`src/rtl/router_pkt_tx.sv`:
```
// Router input-port packet source: buffers a payload, then sends header,
// payload and trailing parity byte to the router while honouring busy.
module router_pkt_tx #(
  parameter int IFG   = 2,
  parameter int CNT_W = 16
) (
  input  logic             clk,
  input  logic             resetn,
  input  logic             start,
  input  logic [1:0]       dest_addr,
  input  logic [5:0]       pay_len,
  input  logic [7:0]       pl_data,
  input  logic             pl_valid,
  output logic             pl_ready,
  input  logic             busy,
  output logic [7:0]       data_out,
  output logic             pkt_valid,
  output logic             tx_ready,
  output logic             done,
  output logic             cmd_err,
  output logic [CNT_W-1:0] pkt_cnt
);

  // Handshakes: a payload byte moves on an edge with pl_valid & pl_ready;
  // a router byte on data_out moves on an edge with busy=0.
  typedef enum logic [2:0] {IDLE, LOAD, HEADER, PAYLOAD, PARITY, GAP} state_t;

  localparam int GW = (IFG > 1) ? $clog2(IFG) : 1;

  state_t          state, state_nxt;
  logic [1:0]      addr_q;
  logic [5:0]      len_q;
  logic [5:0]      wr_idx;
  logic [5:0]      rd_idx;
  logic [5:0]      rem;
  logic [7:0]      parity;
  logic [GW-1:0]   gap_cnt;
  logic [7:0]      mem [0:62];

  logic cmd_ok, wr_fire, last_wr, gap_last;

  assign cmd_ok   = start && (dest_addr != 2'd3) && (pay_len != 6'd0);
  assign wr_fire  = pl_valid && pl_ready;
  assign last_wr  = wr_fire && (wr_idx == len_q - 6'd1);
  assign gap_last = (gap_cnt == GW'(IFG - 1));

  always_ff @(posedge clk) begin
    if (!resetn) state <= IDLE;
    else         state <= state_nxt;
  end

  always_comb begin
    state_nxt = state;
    unique case (state)
      IDLE:    if (cmd_ok) state_nxt = LOAD;
      LOAD:    if (last_wr) state_nxt = HEADER;
      HEADER:  if (!busy) state_nxt = PAYLOAD;
      PAYLOAD: if (!busy && rem == 6'd1) state_nxt = PARITY;
      PARITY:  if (!busy) state_nxt = GAP;
      GAP:     if (gap_last) state_nxt = IDLE;
      default: state_nxt = IDLE;
    endcase
  end

  always_comb begin
    pl_ready = (state == LOAD);
    tx_ready = (state == IDLE);
  end

  // Payload buffer carries no reset; it is always fully rewritten before use.
  always_ff @(posedge clk) begin
    if (resetn && wr_fire) mem[wr_idx] <= pl_data;
  end

  always_ff @(posedge clk) begin
    if (!resetn) begin
      addr_q    <= '0;
      len_q     <= '0;
      wr_idx    <= '0;
      rd_idx    <= '0;
      rem       <= '0;
      parity    <= '0;
      gap_cnt   <= '0;
      data_out  <= '0;
      pkt_valid <= 1'b0;
      done      <= 1'b0;
      cmd_err   <= 1'b0;
      pkt_cnt   <= '0;
    end else begin
      done    <= 1'b0;
      cmd_err <= 1'b0;
      unique case (state)
        IDLE: begin
          cmd_err <= start && !cmd_ok;
          if (cmd_ok) begin
            addr_q <= dest_addr;
            len_q  <= pay_len;
            wr_idx <= '0;
          end
        end
        LOAD: begin
          if (wr_fire) wr_idx <= wr_idx + 6'd1;
          if (last_wr) begin
            data_out  <= {len_q, addr_q};
            pkt_valid <= 1'b1;
            parity    <= {len_q, addr_q};
            rd_idx    <= '0;
          end
        end
        HEADER: begin
          if (!busy) begin
            data_out <= mem[rd_idx];
            rd_idx   <= rd_idx + 6'd1;
            rem      <= len_q;
          end
        end
        PAYLOAD: begin
          if (!busy) begin
            parity <= parity ^ data_out;
            if (rem == 6'd1) begin
              data_out  <= parity ^ data_out;
              pkt_valid <= 1'b0;
            end else begin
              data_out <= mem[rd_idx];
              rd_idx   <= rd_idx + 6'd1;
              rem      <= rem - 6'd1;
            end
          end
        end
        PARITY: begin
          if (!busy) begin
            data_out <= '0;
            gap_cnt  <= '0;
          end
        end
        GAP: begin
          if (gap_last) begin
            done    <= 1'b1;
            pkt_cnt <= pkt_cnt + CNT_W'(1);
          end else begin
            gap_cnt <= gap_cnt + GW'(1);
          end
        end
        default: ;
      endcase
    end
  end

endmodule

```
`config.mk`:
```
export PLATFORM = sky130hd
export DESIGN_NAME = router_pkt_tx
export DESIGN_NICKNAME = d
export VERILOG_FILES = /design/src/rtl/router_pkt_tx.sv
export SDC_FILE = /design/constraint.sdc
export NUM_CORES = 1
export LEC_CHECK = 0
export CAP_MARGIN = 10
export CORE_MARGIN = 1.5
export CORE_UTILIZATION = 40
export DETAILED_ROUTE_END_ITERATION = 7
export PLACE_DENSITY = 0.61
export REMOVE_ABC_BUFFERS = 1
export SYNTH_ARGS = -nofsm -noshare
export SYNTH_HDL_FRONTEND = slang
export SYNTH_SLANG_ARGS = --single-unit
```
`constraint.sdc`:
```
create_clock -name clk -period 2.9 [get_ports clk]
set_input_delay 0.58 -clock clk [delete_from_list [all_inputs] [get_ports clk]]
set_output_delay 0.58 -clock clk [all_outputs]
set_load 0.005 [all_outputs]
```
Word level (Yosys, flattened, before mapping) --
Memory sizes are Yosys's and may differ from the RTL's. A register that Yosys moved wholly into a read port is not among the register bits. Cells that the tools add are included.
Word-level totals: register bits 65, bits in writable memories 504, output and inout bits 29, memories 1
Memory list:
- mem | depth 63, width 8, rd ports 1, clocked after Yosys merged registers in 1, write ports 1, RTL line 38 | logic [7:0] mem [0:62];
Operators by class: add/subtract/negate cells 6, equal/unequal tests 18, muxes and demuxes 39, bitwise gates (word level) 1, reduce and logical (&&, ||, !) cells 29
Operator list (number):
- 2-to-1 mux 6 bit | 11
- 2-to-1 mux 8 bit | 6
- one-hot mux 8 bit (4 select lines) | 1
- one-hot mux 6 bit (2 select lines) | 2
- 2-to-1 mux 3 bit | 6
- one-hot mux 3 bit (6 select lines) | 1
- one-hot mux 6 bit (3 select lines) | 1
- adder 16 x 1 -> 16 bit (second input constant) | 1
- inequality test 2 bit (second input constant) | 8
- one-hot mux 8 bit (2 select lines) | 1
- adder 6 x 1 -> 6 bit (second input constant) | 2
- subtractor 6 x 1 -> 6 bit (second input constant) | 2
- AND reduction 2 bit | 5
- AND reduction 5 bit | 2
- 2-to-1 mux 1 bit | 8
- AND reduction 4 bit | 2
- nonzero test 2 bit | 4
- XOR 8 bit | 1
- logical AND 1 bit | 7
- == test 3 x 2 -> 1 bit (second input constant) | 2
- == test 3 bit (second input constant) | 2
- == test 6 x 1 -> 1 bit (second input constant) | 1
- == test 6 bit | 1
- inequality test 2 x 1 -> 1 bit (second input constant) | 3
- 10 further kinds | 13

Longest topological paths before layout --
depth after elaboration 7, mapped depth 12

Least setup slack after synthesis --
OpenSTA, ideal clock, no wires.
path type register to register, from register len_q[0], to register pkt_valid, data arrival time 2.435 ns, required time 2.781 ns, path slack 0.347 ns, cell stages (with the launch flop) 11, buffers on the path 2, period minus slack after synthesis 2.553 ns, path through dfxtp_1 -> clkbuf_1 -> inv_1 -> ha_1 -> nor2b_1 -> or3_1 -> a31oi_1 -> a21oi_1 -> nand2b_1 -> buf_2 -> o221a_2
Between the ends: cells in the longest elaborated chain, start to end 5
Ends and longest elaborated chain:
- start: declaration | RTL line 32 | logic [5:0] len_q;
- start signal: assignment | RTL line 97 | len_q <= pay_len;
- subtractor 6 x 1 -> 6 bit | RTL line 44 | assign last_wr = wr_fire && (wr_idx == len_q - 6'd1);
- == test 6 bit | RTL line 44
- logical AND 1 bit | RTL line 44
- inequality test 2 x 1 -> 1 bit (no source line)
- AND reduction 4 bit (no source line)
- end signal: assignment | RTL line 85 | pkt_valid <= 1'b0;
- end signal: assignment | RTL line 105 | pkt_valid <= 1'b1;
- end signal: assignment | RTL line 122 | pkt_valid <= 1'b0;
- end: declaration | RTL line 17 | output logic pkt_valid,
No other way between the ends. A chain may end at the register's enable or synchronous reset.

==> flow_metrics.env <==
export IMPL_outcome="finished, final reports clean"
export IMPL_cp_slowest_cell="dfxtp_4"
export IMPL_final_cells=2410
export IMPL_wl_per_cell_um=23.21
export IMPL_num_fill_cells=4854
export IMPL_postLayoutCellArea_um2=27800
export IMPL_syn_to_final_growth_pct=18.57
export IMPL_power_density_nw_per_um2=618.4
export IMPL_synth_edff_count=504
export IMPL_cpMostUsedCell="buf_12"
export IMPL_dr_first_iter_drc_count=1306
export IMPL_initial_core_util=0.4056
export IMPL_clk_pin_slew_ns=0.06
export IMPL_cts_buffers=59
export IMPL_vias_per_cell=5.493
export IMPL_fp_dieH_um=245.1
export IMPL_cts_hold_buf=0
export IMPL_synth_async_sr_flop_share=0
export IMPL_slew_viol_final=0
export IMPL_cts_root_buf="clkbuf_16"
export IMPL_ys_seq_area_frac=0.7062
export IMPL_layout_cells_most_common="edfxtp_1"
export IMPL_wl_met1_um=24480
export IMPL_setup_ws_ns=0.1555
export IMPL_hold_viol=0
export IMPL_cap_violations=0
export IMPL_clock_path_buffers=3
export IMPL_multi_input_area_um2=6436
export IMPL_grt_use_total=0.1893
export IMPL_ys_ff_latch=575
export IMPL_clock_latency_ns=0.63
export IMPL_postSynthCellCount=1410
export IMPL_grt_max_degree=64
export IMPL_post_synth_top_area_cell="edfxtp_1"
export IMPL_yosys_most_used_dff="edfxtp_1"
export IMPL_placed_cell_area_um2=25810
export IMPL_wl_met2_um=26520
export IMPL_num_vias=13238
export IMPL_r2r_slack_ns=0.16
export IMPL_start_kind="register"
export IMPL_ir_drop_mv=0.4529
export IMPL_row_count=88
export IMPL_synth_area_leaders="edfxtp_1 65%, mux4_2 9.9%, dfxtp_1 6.1%"
export IMPL_yosysWarningCount=0
export IMPL_cts_sinks=575
export IMPL_slew_headroom=0.3494
export IMPL_coreArea_um2=57810
export IMPL_maxUsedRoutingLayer="met4"
export IMPL_place_inst=2302
export IMPL_cp_data_arrival_time_ns=3.25
export IMPL_path_max_fanout=24
export IMPL_setup_viol=0
export IMPL_rsz0062_at_grt="false"
export IMPL_die_width_um=245.1
export IMPL_drc=0
export IMPL_antenna_found_initial=0
export IMPL_syn_avg_cell_area_um2=16.63
export IMPL_fin_worst_skew_ns=0.01937
export IMPL_hpwl_um=36230
export IMPL_nNetsFinal=1625
export IMPL_n_antenna_cell=0
export IMPL_seq_area_um2=16570
export IMPL_die_area_um2=60070
export IMPL_cp_cell_sequence="buf_12, buf_12, mux4_2, mux2i_1, buf_4, nand3_1, o2111ai_1, nand2_1, a221o_1"
export IMPL_grt_overflow=0
export IMPL_tightest_slew_ns=0.9700
export IMPL_dr_pass1_iters=6
export IMPL_io_pins=50
export IMPL_period_needed_ns=2.745
export IMPL_numPortBuffers=49
export IMPL_final_period_utilization=0.9464
export IMPL_critPathCaptureType="register"
export IMPL_drt_antenna_violating_nets=0
export IMPL_max_freq_mhz=364.4
export IMPL_netlist_area_um2=23440
export IMPL_dp_slack_ns=0.1032
export IMPL_crit_required_ns=3.41
export IMPL_drive_gt1_frac=0.2261
export IMPL_htree_levels=2
export IMPL_hold_path_class="in2reg"
export IMPL_wl_met3_um=3488
export IMPL_crit_type="reg2reg"
export IMPL_cp_slowest_stage_delay_ns=0.53
export IMPL_yosysUniqueCellTypes=67
export IMPL_grt_pass1_wl_um=84790
export IMPL_wl_um=55930
export IMPL_grt_pass1_vias=13358
export IMPL_cts_tree="done"
export IMPL_leakagePower_uw=0.008833
export IMPL_synth_top_cell_area_share=0.6456
export IMPL_place_congestion=0.8696
export IMPL_final_cell_mix="504 x edfxtp_1, 143 x buf_4, 118 x nor2_1, 103 x mux4_2, 80 x mux2i_1"
-- state kept, by name, summed over array words and instances, names as in the netlist, named ones only --
signal	flops
rd_idx	6
addr_q	2
mem	504
gap_cnt	1
parity	8
data_out	8
cmd_err	1
wr_idx	6
done	1
len_q	6
pkt_valid	1
rem	6
state	3
pkt_cnt	16
-- path summary, 6_finish.rpt --
path,startpoint,end,cells after the start
min,pl_data[1],mem[12][1],2
max,register,data_out[6],9
max reg2reg,register,data_out[6],9
min reg2reg,gap_cnt,done,2
-- final cells by class --
class                      count  share of cell area
inverter                      13            0.001800
multi-input combinational    743              0.2315
clock inverter                38             0.01670
sequential                   575              0.5960
clock buffer                  70             0.05460
timing repair buffer         206             0.06491
tap                          765             0.03443
-- cell usage after synthesis, drive strengths merged, types with 27 or more instances --
master / count
a22oi: 27
dfxtp: 71
edfxtp: 504
a21oi: 35
nor2b: 30
mux2i: 80
buf: 48
clkbuf: 31
nor2: 119
nand2: 62
o21ai: 45
mux4: 103
-- what timing repair did --
item                       in CTS  in global routing
setup buffers                   0                  0
setup endpoints to repair       1                  2
gates resized for setup         3                  2
-- layer usage --
| metal | vias to the layer above | track usage |
|---|---|---|
| li1 | 5967 | - |
| met1 | 6750 | 0.2660 |
| met2 | 423 | 0.3017 |
| met3 | 98 | 0.03171 |
| met4 | 0 | 0.05846 |
| met5 | - | 0 |
-- kinds of logic (layout without fill, tap and decap cells) --
| group | count (synthesis) | in the layout | share of synthesized area |
|---|---|---|---|
| xor gates and xnor gates | 33 | 33 | 0.01233 |
| DFF | 575 | 575 | 0.7062 |
| AOI/OAI and AO/OA | 202 | 202 | 0.05871 |
| and+or+nand+nor | 317 | 317 | 0.06602 |
| buffers and inverters | 92 | 327 | 0.01948 |
| adders and majority gates | 6 | 6 | 0.003202 |
| muxes | 185 | 185 | 0.1341 |
-- metrics by stage --
step                utilization  setup TNS, ns  hold WS, ns  power, uW
global placement         0.4465              0       0.4840       9536
CTS                      0.4808              0       0.4537      17330
floorplan                     -         -21.66       0.4566       9308
finish                   0.4809              0       0.4537      17190
global route             0.4809              0       0.4684      17650
detailed placement       0.4465              0       0.4967       9544
-- critical path: cells and delay by family (launching register included) --
| family | cells | cell delay, ns |
|---|---|---|
| buf+inv | 3 | 0.63 |
| compound gates | 2 | 0.41 |
| mux | 2 | 0.82 |
| flops | 1 | 0.53 |
| simple gates | 2 | 0.23 |
-- power by group --
group | switching [uW] | internal (uW) | leakage [uW]
clock | 3210 | 4620 | 0.000960
sequential | 23.1 | 9000 | 0.00510
combinational | 236 | 107 | 0.00277
No activity file was read; power rests on OpenSTA's default activity.
